[src/rtl/lbc_pkg.sv]
// rtl/lbc_pkg.sv - shared state type, default geometry and width helper for line_buffer_ctrl
package lbc_pkg;

  localparam int LBC_IMG_W = 577;
  localparam int LBC_IMG_H = 480;
  localparam int LBC_WIN   = 7;

  typedef enum logic [2:0] {
    ST_IDLE  = 3'd0,
    ST_FILL  = 3'd1,
    ST_RUN   = 3'd2,
`ifdef LBC_FLUSH_EN
    ST_FLUSH = 3'd3,
`endif
    ST_DONE  = 3'd4
  } lbc_state_e;

  function automatic int lbc_cw(input int w, input int h);
    return $clog2((w > h) ? w : h);
  endfunction

endpackage

[src/rtl/line_buffer_ctrl_if.sv]
// rtl/line_buffer_ctrl_if.sv - pixel input and line-buffer/window output bundle
interface line_buffer_ctrl_if #(
  parameter int CW = 10
);
  logic          sof;
  logic          pix_valid;
  logic [7:0]    pix_in;
  logic          lb_en;
  logic [7:0]    lb_din;
  logic          win_valid;
  logic [CW-1:0] win_row;
  logic [CW-1:0] win_col;
  logic          frame_done;
  logic          busy;

  modport master (
    output sof, pix_valid, pix_in,
    input  lb_en, lb_din, win_valid, win_row, win_col, frame_done, busy
  );

  modport slave (
    input  sof, pix_valid, pix_in,
    output lb_en, lb_din, win_valid, win_row, win_col, frame_done, busy
  );
endinterface

[src/rtl/lbc_xy_cnt.sv]
// rtl/lbc_xy_cnt.sv - raster col/row counter; outputs are the coordinates of the pixel accepted this cycle
module lbc_xy_cnt #(
  parameter int IMG_W = 577,
  parameter int CW    = 10
) (
  input  logic          clk,
  input  logic          rst_n,
  input  logic          clr_i,
  input  logic          inc_i,
  output logic [CW-1:0] col_o,
  output logic [CW-1:0] row_o,
  output logic          wrap_o
);

  logic [CW-1:0] col_q, col_d;
  logic [CW-1:0] row_q, row_d;
  logic [CW-1:0] col_cur, row_cur;

  // A clear in the same cycle as an increment makes this cycle's pixel (0,0).
  always_comb begin
    col_cur = clr_i ? '0 : col_q;
    row_cur = clr_i ? '0 : row_q;
    wrap_o  = inc_i && (col_cur == CW'(IMG_W - 1));
    col_d   = col_cur;
    row_d   = row_cur;
    if (inc_i) begin
      if (wrap_o) begin
        col_d = '0;
        row_d = row_cur + CW'(1);
      end else begin
        col_d = col_cur + CW'(1);
      end
    end
  end

  always_ff @(posedge clk or negedge rst_n) begin
    if (!rst_n) begin
      col_q <= '0;
      row_q <= '0;
    end else begin
      col_q <= col_d;
      row_q <= row_d;
    end
  end

  assign col_o = col_cur;
  assign row_o = row_cur;

endmodule

[src/rtl/line_buffer_ctrl.sv]
// rtl/line_buffer_ctrl.sv - line-buffer chain controller with window tracking; LBC_FLUSH_EN adds a bottom-border flush
module line_buffer_ctrl
  import lbc_pkg::*;
#(
  parameter int IMG_W = LBC_IMG_W,
  parameter int IMG_H = LBC_IMG_H,
  parameter int WIN   = LBC_WIN
) (
  input  logic             clk,
  input  logic             rst_n,
  line_buffer_ctrl_if.slave bus
);

  localparam int CW = lbc_cw(IMG_W, IMG_H);

  lbc_state_e    state_q, state_d;
  logic          accept;
  logic          flushing;
  logic          sof_start;
  logic          wrap;
  logic [CW-1:0] col_cur, row_cur;
  logic          win_valid_q, win_valid_d;
  logic [CW-1:0] win_row_q, win_col_q;

`ifdef LBC_FLUSH_EN
  localparam int FLUSH_N = (WIN / 2) * IMG_W;
  localparam int FW      = (FLUSH_N > 1) ? $clog2(FLUSH_N + 1) : 1;
  localparam int FLUSH_LAST = (FLUSH_N > 0) ? FLUSH_N - 1 : 0;

  logic [FW-1:0] flush_cnt_q, flush_cnt_d;

  assign flushing    = (state_q == ST_FLUSH) && !bus.sof;
  assign flush_cnt_d = (state_q == ST_FLUSH) ? flush_cnt_q + FW'(1) : '0;

  always_ff @(posedge clk or negedge rst_n) begin
    if (!rst_n) flush_cnt_q <= '0;
    else        flush_cnt_q <= flush_cnt_d;
  end
`else
  assign flushing = 1'b0;
`endif

  // sof restarts the frame from any active state; DONE finishes out its single cycle.
  assign sof_start = bus.sof && (state_q != ST_DONE);
  assign accept    = flushing ||
                     (bus.pix_valid && (sof_start || state_q == ST_FILL || state_q == ST_RUN));

  lbc_xy_cnt #(
    .IMG_W (IMG_W),
    .CW    (CW)
  ) u_xy_cnt (
    .clk    (clk),
    .rst_n  (rst_n),
    .clr_i  (sof_start),
    .inc_i  (accept),
    .col_o  (col_cur),
    .row_o  (row_cur),
    .wrap_o (wrap)
  );

  always_comb begin
    state_d = state_q;
    case (state_q)
      ST_IDLE: if (bus.sof) state_d = ST_FILL;
      ST_FILL: begin
        if (bus.sof) state_d = ST_FILL;
        else if (accept && row_cur == CW'(WIN - 1) && col_cur == '0) state_d = ST_RUN;
      end
      ST_RUN: begin
        if (bus.sof) state_d = ST_FILL;
        else if (wrap && row_cur == CW'(IMG_H - 1)) begin
`ifdef LBC_FLUSH_EN
          state_d = (FLUSH_N > 0) ? ST_FLUSH : ST_DONE;
`else
          state_d = ST_DONE;
`endif
        end
      end
`ifdef LBC_FLUSH_EN
      ST_FLUSH: begin
        if (bus.sof) state_d = ST_FILL;
        else if (flush_cnt_q == FW'(FLUSH_LAST)) state_d = ST_DONE;
      end
`endif
      ST_DONE: state_d = ST_IDLE;
      default: state_d = ST_IDLE;
    endcase
  end

  assign win_valid_d = accept && (row_cur >= CW'(WIN - 1)) && (col_cur >= CW'(WIN - 1));

  always_ff @(posedge clk or negedge rst_n) begin
    if (!rst_n) begin
      state_q     <= ST_IDLE;
      win_valid_q <= 1'b0;
      win_row_q   <= '0;
      win_col_q   <= '0;
    end else begin
      state_q     <= state_d;
      win_valid_q <= win_valid_d;
      if (win_valid_d) begin
        win_row_q <= row_cur;
        win_col_q <= col_cur;
      end
    end
  end

  assign bus.lb_en      = accept;
  assign bus.lb_din     = flushing ? 8'h00 : bus.pix_in;
  assign bus.win_valid  = win_valid_q;
  assign bus.win_row    = win_row_q;
  assign bus.win_col    = win_col_q;
  assign bus.frame_done = (state_q == ST_DONE);
  assign bus.busy       = (state_q != ST_IDLE);

endmodule
[src/flat_wrapper.sv]
// flat-port wrapper written by rule: the top's interface ports become plain ports
module line_buffer_ctrl_flat import lbc_pkg::*;
#(
  parameter int IMG_W = LBC_IMG_W,
  parameter int IMG_H = LBC_IMG_H,
  parameter int WIN   = LBC_WIN
)
  (clk, rst_n, bus_sof, bus_pix_valid, bus_pix_in, bus_lb_en, bus_lb_din, bus_win_valid, bus_win_row, bus_win_col, bus_frame_done, bus_busy);
  line_buffer_ctrl_if bus_i ();
  input  logic clk;
  input  logic rst_n;
  input wire logic [$bits(bus_i.sof)-1:0] bus_sof;
  input wire logic [$bits(bus_i.pix_valid)-1:0] bus_pix_valid;
  input wire logic [$bits(bus_i.pix_in)-1:0] bus_pix_in;
  output wire logic [$bits(bus_i.lb_en)-1:0] bus_lb_en;
  output wire logic [$bits(bus_i.lb_din)-1:0] bus_lb_din;
  output wire logic [$bits(bus_i.win_valid)-1:0] bus_win_valid;
  output wire logic [$bits(bus_i.win_row)-1:0] bus_win_row;
  output wire logic [$bits(bus_i.win_col)-1:0] bus_win_col;
  output wire logic [$bits(bus_i.frame_done)-1:0] bus_frame_done;
  output wire logic [$bits(bus_i.busy)-1:0] bus_busy;
  assign bus_i.sof = bus_sof;
  assign bus_i.pix_valid = bus_pix_valid;
  assign bus_i.pix_in = bus_pix_in;
  assign bus_lb_en = bus_i.lb_en;
  assign bus_lb_din = bus_i.lb_din;
  assign bus_win_valid = bus_i.win_valid;
  assign bus_win_row = bus_i.win_row;
  assign bus_win_col = bus_i.win_col;
  assign bus_frame_done = bus_i.frame_done;
  assign bus_busy = bus_i.busy;
  line_buffer_ctrl #(.IMG_W(IMG_W), .IMG_H(IMG_H), .WIN(WIN)) u_core (.clk(clk), .rst_n(rst_n), .bus(bus_i));
endmodule
[config.mk]
export PLATFORM = sky130hd
export DESIGN_NAME = line_buffer_ctrl_flat
export DESIGN_NICKNAME = d
export VERILOG_FILES = /design/src/rtl/lbc_pkg.sv /design/src/rtl/line_buffer_ctrl_if.sv /design/src/rtl/lbc_xy_cnt.sv /design/src/rtl/line_buffer_ctrl.sv /design/src/flat_wrapper.sv
export SDC_FILE = /design/constraint.sdc
export NUM_CORES = 1
export LEC_CHECK = 0
export CAP_MARGIN = 20
export CORE_MARGIN = 2
export CORE_UTILIZATION = 47
export CTS_CLUSTER_SIZE = 20
export DETAILED_ROUTE_END_ITERATION = 6
export PLACE_DENSITY = 0.76
export SYNTH_ARGS = -nofsm -noshare
export SYNTH_HDL_FRONTEND = slang
export SYNTH_SLANG_ARGS = --single-unit
[constraint.sdc]
create_clock -name clk -period 2.2 [get_ports clk]
set_input_delay 0.55 -clock clk [delete_from_list [all_inputs] [get_ports clk]]
set_output_delay 0.55 -clock clk [all_outputs]
set_load 0.005 [all_outputs]
# Word-level counts from Yosys, hierarchy flattened
# Cells that the tools add are included.
# classes
n_addsub	2
mul	0
div_mod_pow	0
n_lt_le_gt_ge	2
n_eq_ne	10
shift	0
mux	12
bitwise_logic	0
n_reduce_logical	14
# op_table
cell	count
$mux 10	6
$add 10x1->10 const B	2
$ge 10x3->1 const B	2
$mux 3	5
$eq 10x10->1 const B	1
$eq 10x3->1 const B	1
$eq 10x9->1 const B	1
$logic_not 10->1	1
$ne 3x3->1 const B	3
$pmux 3 s3	1
$logic_and 1x1->1	8
$eq 3x1->1 const B	1
$eq 3x2->1 const B	1
$eq 3x3->1 const B	1
$logic_not 3->1	1
$reduce_and 3->1	1
$reduce_bool 3->1	1
$logic_or 1x1->1	2
$ne 2x2->1 const B	1
# totals
regBits	44
latchBits	0
ram_bits	0
mem_bits_ro	0
input_bits	12
output_inout_bits	32
word_cells	46
memories	0

# Longest topological paths before layout
# Gate-level depths: netlist (run 1).
# depth
ltp_word	10
depth_mapped	9
mapped_depth_nobuf	9

# By module
# From an unflattened synthesis (run 1), not the netlist that was laid out.
# unflattened
hier_cells	193
hier_area_um2	2288.4
# modules_own_cells
mod	n_inst	cells_each	area_per_inst_um2	seq_area_each_um2
line_buffer_ctrl	1	87	1173.6	600.6
lbc_xy_cnt	1	106	1114.8	500.5

# Least setup slack after synthesis (run 1)
# No wires, ideal clock.
# synth_path
kind	register to register
start	register u_core.state_q[0]
end	register u_core.u_xy_cnt.col_q[8]
setup_time_ps	79
arrival_ps	2248
required_ps	2121
path_slack_ps	-127
path_stages_with_launch	10
n_path_buf	0
period_less_slack_ps	2327
path_cell_list	dfrtp_1 > or3b_4 > nand2_1 > nand2_1 > inv_1 > ha_1 > and3_1 > o221ai_1 > or4_1 > a21oi_1
# synth_between
elab_cells_between_ends	13
cone_classes	1 x add/sub; 4 x eq/ne; 3 x mux; 5 x reduce/logical
# synth_rtl
element	line_no	text
from (decl)	line_buffer_ctrl.sv:16	lbc_state_e state_q, state_d;
from (signal assigned)	line_buffer_ctrl.sv:99	state_q <= state_d;
$ne 3x3->1 (*)	line_buffer_ctrl.sv:44	assign sof_start = bus.sof && (state_q != ST_DONE);
$logic_and 1x1->1 (*)	line_buffer_ctrl.sv:44	
$mux 10 (*)	lbc_xy_cnt.sv:21	col_cur = clr_i ? '0 : col_q;
named net u_core.col_cur[0]	line_buffer_ctrl.sv:21	logic [CW-1:0] col_cur, row_cur;
branches (longest 2 deep; another with $add 10x1->10)	-	
$mux 10 (*)	lbc_xy_cnt.sv:27	if (wrap_o) begin
$mux 10 (*)	lbc_xy_cnt.sv:26	if (inc_i) begin
named net u_core.u_xy_cnt.col_d[8]	lbc_xy_cnt.sv:15	logic [CW-1:0] col_q, col_d;
to (signal assigned)	lbc_xy_cnt.sv:41	col_q <= col_d;
to (decl)	lbc_xy_cnt.sv:15	
# Mark *: on every way through the listed nets, which the timed path passes.
# A chain may end at the register's enable or synchronous reset.

# Worst setup path after layout (run 1)
# Ends and elaborated chain as after synthesis.

==> results by group, run 1 <==
Run status
  • Status: finished with violations
  • Failing checks: setup timing

Clock tree
  • CTS Sinks: 44
  • Num CTS Buffers: 5
  • CTS Hold Buffers Added: 0
  • Clock Pin Slew Worst Setup and Hold Paths: 0.09 ns
  • H-Tree Depth: 2
  • CTS tree: built
  • CTS Buffer Depth: 2
  • CTS Root Cell: clkbuf_8
  • Clock latency on the worst-skew pair: 0.31 ns

Critical path
  • Worst Setup SP: u_core.state_q[0]$_DFFE_PN0P_
  • CP max stage cell: or4_4
  • CP required: 2.44 ns
  • Worst reg2reg path depth: 10
  • Critical path buffers and inverters: 2
  • Worst reg2reg startpoint: u_core.state_q[0]$_DFFE_PN0P_
  • Slowest stage delay, CP: 0.50 ns
  • Startpoint types: flop
  • CP cell instances: or3b_4 -> nand2_4 -> nand2_2 -> buf_6 -> inv_4 -> ha_4 -> and3_4 -> o221ai_4 -> or4_4 -> a21oi_2
  • Reg2reg end: u_core.u_xy_cnt.col_q[8]$_DFF_PN0_
  • Crit Path Class: reg -> reg
  • Crit-path max FO: 5
  • Crit path DAT: 2.65 ns
  • Cell family with most CP delay: simple AND/OR/NAND/NOR gates
  • Reg2reg setup slack: -0.21 ns
  • Crit end category: flop

GRT
  • Vias in the first global route: 2167
  • Antenna violations before repair: 0
  • Grt total ovfl: 0
  • First-pass GRT wire length: 10.7 mm
  • Total track usage: 25.5%
  • Largest net degree at the start of global routing: 27

Job
  • Max Cap Viol: 0

Cells and area
  • Synth-to-Final Area Change: 52.7%
  • Commonest non-fill, non-tap cell in the layout: buf_4
  • Multi-input gate area: 0.00144 mm^2
  • Layout cells sized above 1: 41.3%
  • Reg area: 0.00110 mm^2
  • Fillers: 345
  • Final #Nets: 345
  • End-of-flow core utilization: 73.2%
  • Most frequent cells in the layout: 48 x buf_4, 44 x dfrtp_1, 22 x inv_1, 22 x clkdlybuf4s50_1, 19 x nand2_1
  • Number of antenna diodes: 0

Timing
  • Min cycle time layout: 2.41 ns
  • RSZ-0062 raised after global routing: yes
  • Final Max Slew Viols: 0
  • Max Fclk: 416 MHz
  • Fin Hold WS: 0.179 ns
  • Final Cycle Share: 109%
  • Setup WS post-layout: -0.207 ns
  • Final setup violation count: 29
  • Worst slew margin: 60.5%
  • Layout Skew: 0.00714 ns
  • Slew @ Worst Pin: 0.589 ns
  • Setup TNS Final: -3.74 ns
  • Hold Violations, Final: 0

Power
  • Int Power: 0.00113 W
  • Seq pwr share: 54.2%
  • P_leak: 1.75 nW
  • Gate power share: 9.6%
  • Max VDD drop: 347 uV
  • Sw Ratio: 25.3%
  • Sw Pwr: 0.000382 W
  • Power per Cell Area: 409 mW/mm^2
  • Clock share of power: 36.2%

Drt
  • Total wire length: 7.30 mm
  • Via-to-Cell Ratio: 5.81
  • DRC errors left: 0
  • Routed Antenna Nets: 0
  • Initial drt markers: 224
  • DRT Pass-1 Iters: 5
  • WL/cell: 18.3 um
  • Via count: 2320

Logic synthesis
  • Synth unique cells: 46
  • Top_reg_cell synth: dfrtp_1
  • Seq cells post-synth: 44
  • Synth async-reset ratio: 100%
  • Syn. warnings: 0
  • Avg Inst Size Synth: 9.87 um^2
  • Sequential area share after synthesis: 45.5%
  • Synth Cell Area: 0.00242 mm^2
  • Syn nets: 262
  • Synthesized instance count: 245
  • EDFF count, synth: 0

Placed design
  • Final Wtd Congestion: 0.892
  • Port bufs: 27
  • Post-placement worst setup slack: -0.570 ns
  • Final HPWL DP: 4.27 mm

Die
  • Row cnt: 26
  • Core area: 0.00504 mm^2
  • IO Count: 44
  • Die W: 75.7 um
  • Die height: 75.7 um
  • Die footprint: 0.00573 mm^2
  • Starting Density: 47.9%

Worst hold path
  • Hold WC Path Type: in -> async
## power groups by stage
stage / Clock (W) / Sequential [W] / Combinational (W)
floorplan: 0 / 0.000832 / 0.0000519
global placement: 0 / 0.000832 / 0.000104
detailed placement: 0 / 0.000833 / 0.000107
CTS: 0.000546 / 0.000817 / 0.000132
global route: 0.000580 / 0.000819 / 0.000157
finish: 0.000547 / 0.000818 / 0.000145
## stage by stage
step                power [W]  cells  area [um^2]
global placement     0.000936    372         3070
CTS                   0.00150    394         3520
detailed placement   0.000940    372         3070
finish                0.00151    399         3690
floorplan            0.000884    245         2440
global route          0.00156    399         3690
## synth_stat cells, types with 3 or more instances
cell type,number,share of area (%)
nand2b_1,4,1.0
ha_1,5,2.6
nor4_1,4,1.0
inv_1,27,4.2
or3_1,3,0.78
buf_2,4,0.83
o31ai_1,6,1.9
o21ai_0,11,2.3
mux2_2,8,3.7
mux2i_1,18,7.5
nor4b_1,4,1.4
nor2_1,6,0.93
or4_1,7,2.2
nor3_1,5,1.0
nand4_1,4,1.0
nand2_1,24,3.7
nand3_1,9,1.9
a21oi_1,11,2.3
dfrtp_1,44,46
buf_4,10,3.1
## flip-flops by register name, summed over array words and instances (netlist names)
| name | flops |
|---|---|
| u_core.bus.win_row | 10 |
| u_core.u_xy_cnt.col_q | 10 |
| u_core.state_q | 3 |
| u_core.u_xy_cnt.row_q | 10 |
| u_core.bus.win_valid | 1 |
| u_core.bus.win_col | 10 |
## kinds of logic (layout without fill, tap and decap cells)
| kind of cell | after synthesis | count (layout) | synth area share (%) |
|---|---|---|---|
| XOR/XNOR | 3 | 3 | 1.09 |
| buffers and inverters | 43 | 127 | 8.49 |
| adder cells (fa/ha/maj) | 5 | 5 | 2.59 |
| AND/OR/NAND/NOR | 86 | 86 | 21.1 |
| flip-flops | 44 | 44 | 45.5 |
| multiplexers | 26 | 26 | 11.2 |
| AO/OA/AOI/OAI | 38 | 38 | 10.0 |
## cell type report
type / count / area share [%]
Inverter: 28 / 3.25
Clock buffer: 6 / 2.24
Clock inverter: 2 / 0.271
Multi-Input combinational cell: 158 / 38.9
Sequential cell: 44 / 29.8
Tap cell: 70 / 2.37
Timing Repair Buffer: 91 / 23.1
## worst max-delay path by stage
stage	end	slack, ns	cells after the start
5_1_grt	u_core.u_xy_cnt.row_q[8]$_DFF_PN0_	-0.30	12
6_report	u_core.u_xy_cnt.col_q[8]$_DFF_PN0_	-0.21	10
2_1_floorplan	u_core.u_xy_cnt.col_q[8]$_DFF_PN0_	0.008	9
3_5_place_dp	u_core.u_xy_cnt.row_q[9]$_DFF_PN0_	-0.57	9
3_3_place_gp	u_core.u_xy_cnt.row_q[7]$_DFF_PN0_	-0.50	9
4_1_cts	u_core.bus.win_row[7]$_DFFE_PN0P_	-0.17	10
## timing repair
item                       CTS  global route
gates resized for setup     55            34
setup endpoints to repair   43            39
setup buffers               13             7
pin swaps                   10            16
cloned                       1             1
## per-layer routing
metal | up-vias | part of all wire (%) | track usage [%]
met1 | 1131 | 39 | 32.7
met4 | 0 | 3.2 | 9.94
met5 | - | 0 | 0
met2 | 131 | 50 | 42.5
met3 | 30 | 7.3 | 5.42
li1 | 1028 | - | -
No activity file was read; power rests on OpenSTA's default activity.
==> inputs of run 2 (changes only) <==
--- a/config.mk
+++ b/config.mk
@@ -13,4 +13,5 @@
 export PLACE_DENSITY = 0.76
 export SYNTH_ARGS = -nofsm -noshare
 export SYNTH_HDL_FRONTEND = slang
+export SYNTH_HIERARCHICAL = 1
 export SYNTH_SLANG_ARGS = --single-unit
==> results by group, run 2 <==
Run status
  • Status: finished with violations (unchanged)
  • Failing checks: setup timing (unchanged)

Logic synthesis
  • Post-synth top area share: 48.1% (was 45.5%)
  • Synth async-reset ratio: 100% (unchanged)
  • Dominant cell type by area after synthesis: dfrtp_1 (unchanged)
  • Top_reg_cell synth: dfrtp_1 (unchanged)
  • Synthesized instance count: 193 (was 245)
  • Sequential area share after synthesis: 48.1% (was 45.5%)
  • Synth top area cells: dfrtp_1 48%, mux2_4 9.2%, xnor2_1 4.2% (was dfrtp_1 46%, mux2i_1 7.5%, inv_1 4.2%)
  • Top-count cell post-synth: dfrtp_1 (unchanged)
  • Synth unique cells: 45 (was 46)
  • Syn nets: 207 (was 262)
  • Synth Cell Area: 0.00229 mm^2 (was 0.00242 mm^2)
  • Avg Inst Size Synth: 11.9 um^2 (was 9.87 um^2)
  • Seq cells post-synth: 44 (unchanged)
  • EDFF count, synth: 0 (unchanged)
  • Synth cell count leaders: 44 x dfrtp_1, 15 x nor2b_1, 14 x mux2_4, 11 x xnor2_1, 10 x nand2_1 (was 44 x dfrtp_1, 27 x inv_1, 24 x nand2_1, 18 x mux2i_1)
  • Syn. warnings: 6 (was 0)

Drt
  • DRT Pass-1 Iters: 4 (was 5)
  • Routed Antenna Nets: 0 (unchanged)
  • Total wire length: 5.40 mm (was 7.30 mm)
  • Via-to-Cell Ratio: 5.23 (was 5.81)
  • DRC errors left: 0 (unchanged)
  • Via count: 1767 (was 2320)
  • Initial drt markers: 77 (was 224)
  • WL/cell: 16.0 um (was 18.3 um)

GRT
  • First-pass GRT wire length: 8.42 mm (was 10.7 mm)
  • Total track usage: 20.4% (was 25.5%)
  • Largest net degree at the start of global routing: 45 (was 27)
  • Antenna violations before repair: 0 (unchanged)
  • Grt total ovfl: 0 (unchanged)
  • Vias in the first global route: 1812 (was 2167)

Die
  • Die height: 73.8 um (was 75.7 um)
  • IO Count: 44 (unchanged)
  • Row cnt: 25 (was 26)
  • Starting Density: 48.5% (was 47.9%)
  • Core area: 0.00472 mm^2 (was 0.00504 mm^2)
  • Die footprint: 0.00544 mm^2 (was 0.00573 mm^2)
  • Die W: 73.8 um (was 75.7 um)

Critical path
  • CP required: 2.38 ns (was 2.44 ns)
  • Crit-path max FO: 7 (was 5)
  • Reg2reg end: u_core/state_q[1]$_DFFE_PN0P_ (was u_core.u_xy_cnt.col_q[8]$_DFF_PN0_)
  • Crit path DAT: 2.58 ns (was 2.65 ns)
  • Worst reg2reg startpoint: u_core/state_q[0]$_DFFE_PN0P_ (was u_core.state_q[0]$_DFFE_PN0P_)
  • Startpoint types: flop (unchanged)
  • Crit Path Class: reg -> reg (unchanged)
  • Crit end category: flop (unchanged)
  • Worst reg2reg path depth: 8 (was 10)
  • Reg2reg setup slack: -0.20 ns (was -0.21 ns)

Cells and area
  • Layout cells sized above 1: 46.1% (was 41.3%)
  • End-of-flow core utilization: 71.3% (was 73.2%)
  • Synth-to-Final Area Change: 47.1% (was 52.7%)
  • Most frequent cells in the layout: 47 x buf_4, 44 x dfrtp_1, 22 x clkdlybuf4s50_1 (was 48 x buf_4, 44 x dfrtp_1, 22 x inv_1, 22 x clkdlybuf4s50_1, 19 x nand2_1)
  • Number of antenna diodes: 0 (unchanged)
  • Fillers: 318 (was 345)
  • Final #Nets: 285 (was 345)
  • Commonest non-fill, non-tap cell in the layout: buf_4 (unchanged)

Placed design
  • Final HPWL DP: 3.58 mm (was 4.27 mm)
  • Final Wtd Congestion: 0.858 (was 0.892)
  • Port bufs: 27 (unchanged)
  • Post-placement worst setup slack: -0.602 ns (was -0.570 ns)

Clock tree
  • CTS Buffer Depth: 2 (unchanged)
  • CTS tree: built (unchanged)
  • CTS Sinks: 44 (unchanged)
  • Clock latency on the worst-skew pair: 0.29 ns (was 0.31 ns)
  • H-Tree Depth: 2 (unchanged)
  • CTS Root Cell: clkbuf_8 (unchanged)
  • Clock Pin Slew Worst Setup and Hold Paths: 0.08 ns (was 0.09 ns)
  • Num CTS Buffers: 5 (unchanged)

Job
  • Max Cap Viol: 0 (unchanged)

Timing
  • Final Cycle Share: 109% (about the same)
  • RSZ-0062 raised after global routing: yes (unchanged)
  • Slew @ Worst Pin: 0.560 ns (was 0.589 ns)
  • Max Fclk: 416 MHz (about the same)
  • Worst slew margin: 62.7% (was 60.5%)
  • Setup WS post-layout: -0.201 ns (was -0.207 ns)
  • Final Max Slew Viols: 0 (unchanged)
  • Min cycle time layout: 2.40 ns (was 2.41 ns)
  • Hold Violations, Final: 0 (unchanged)
  • Final setup violation count: 26 (was 29)
  • Layout Skew: 0.00523 ns (was 0.00714 ns)

Worst hold path
  • Hold WC Path Type: in -> async (unchanged)

Power
  • P_leak: 1.65 nW (was 1.75 nW)
  • Power per Cell Area: 440 mW/mm^2 (was 409 mW/mm^2)
  • Max VDD drop: 276 uV (was 347 uV)
run 2: timing repair:
item / 4_1_cts / 5_1_grt
setup endpoints to repair: 31 / 29
cloned: 0 / 1
hold buffers: 0 / 0
pin swaps: 3 / 7
resized for setup: 22 / 29
setup buffers: 4 / 7
run 2: metrics by stage:
stage          cells  total power, W  setup TNS, ns  area, um^2  hold WS [ns]
2_1_floorplan    193        0.000894         -0.343        2350         0.254
3_3_place_gp     319        0.000932         -15.11        2950         0.490
3_5_place_dp     319        0.000934         -16.84        2950         0.485
4_1_cts          330         0.00148          -2.21        3160         0.344
5_1_grt          338         0.00155          -5.47        3370         0.377
6_report         338         0.00148          -3.56        3370         0.323
run 2: kinds of logic (layout without fill, tap and decap cells):
family          Yosys count  after routing  share of synthesized area [%]
compound gates           11             11                           3.94
xor+xnor                 17             17                           6.51
fa+ha+maj                 2              2                           1.09
buf+inv                  16             94                           5.14
flops                    44             44                           48.1
mux                      18             18                           11.0
simple gates             85             85                           24.2
run 2: worst max-delay path by stage:
stage | from | end
2_1_floorplan | u_core/state_q[0]$_DFFE_PN0P_ | u_core/state_q[1]$_DFFE_PN0P_
3_3_place_gp | bus_sof | u_core/bus.win_row[6]$_DFFE_PN0P_
3_5_place_dp | bus_sof | u_core/bus.win_row[6]$_DFFE_PN0P_
4_1_cts | u_core/state_q[0]$_DFFE_PN0P_ | u_core/state_q[1]$_DFFE_PN0P_
5_1_grt | u_core/state_q[0]$_DFFE_PN0P_ | u_core/state_q[1]$_DFFE_PN0P_
6_report | u_core/state_q[0]$_DFFE_PN0P_ | u_core/state_q[1]$_DFFE_PN0P_
run 2: cell type report:
type                    count  area [um^2]  share of cell area [%]
inverters                   2         7.51                   0.223
repair buffers             85          781                    23.2
well taps                  67         83.8                    2.49
clock buffers               7         96.3                    2.86
flip-flops and latches     44         1100                    32.7
multi-input cells         133         1300                    38.5
run 2: worst max-delay path, stage by stage, from the launching register on:
cell     delay, ns
dfrtp_1       0.38
or3b_4        0.40
and2_4        0.19
buf_4         0.16
and2b_1       0.23
nand2_2       0.09
or4_1         0.46
o21ai_1       0.15
a21bo_1       0.21
run 2: report_power, final:
group	switching, W	internal [W]	leakage (nW)
clock network	0.000255	0.000280	0.0503
registers	0.0000105	0.000814	0.607
logic	0.0000613	0.0000593	0.997
total	0.000327	0.00115	1.65
run 2: layer usage:
metal / global-route usage (%) / vias up / wire [um] / part of all wire, %
met5: 0 / - / 0 / 0
met4: 7.88 / 0 / 125 / 2.3
met3: 4.25 / 14 / 200 / 3.7
met2: 33.9 / 46 / 2770 / 51
met1: 26.0 / 879 / 2310 / 43
li1: - / 828 / - / -
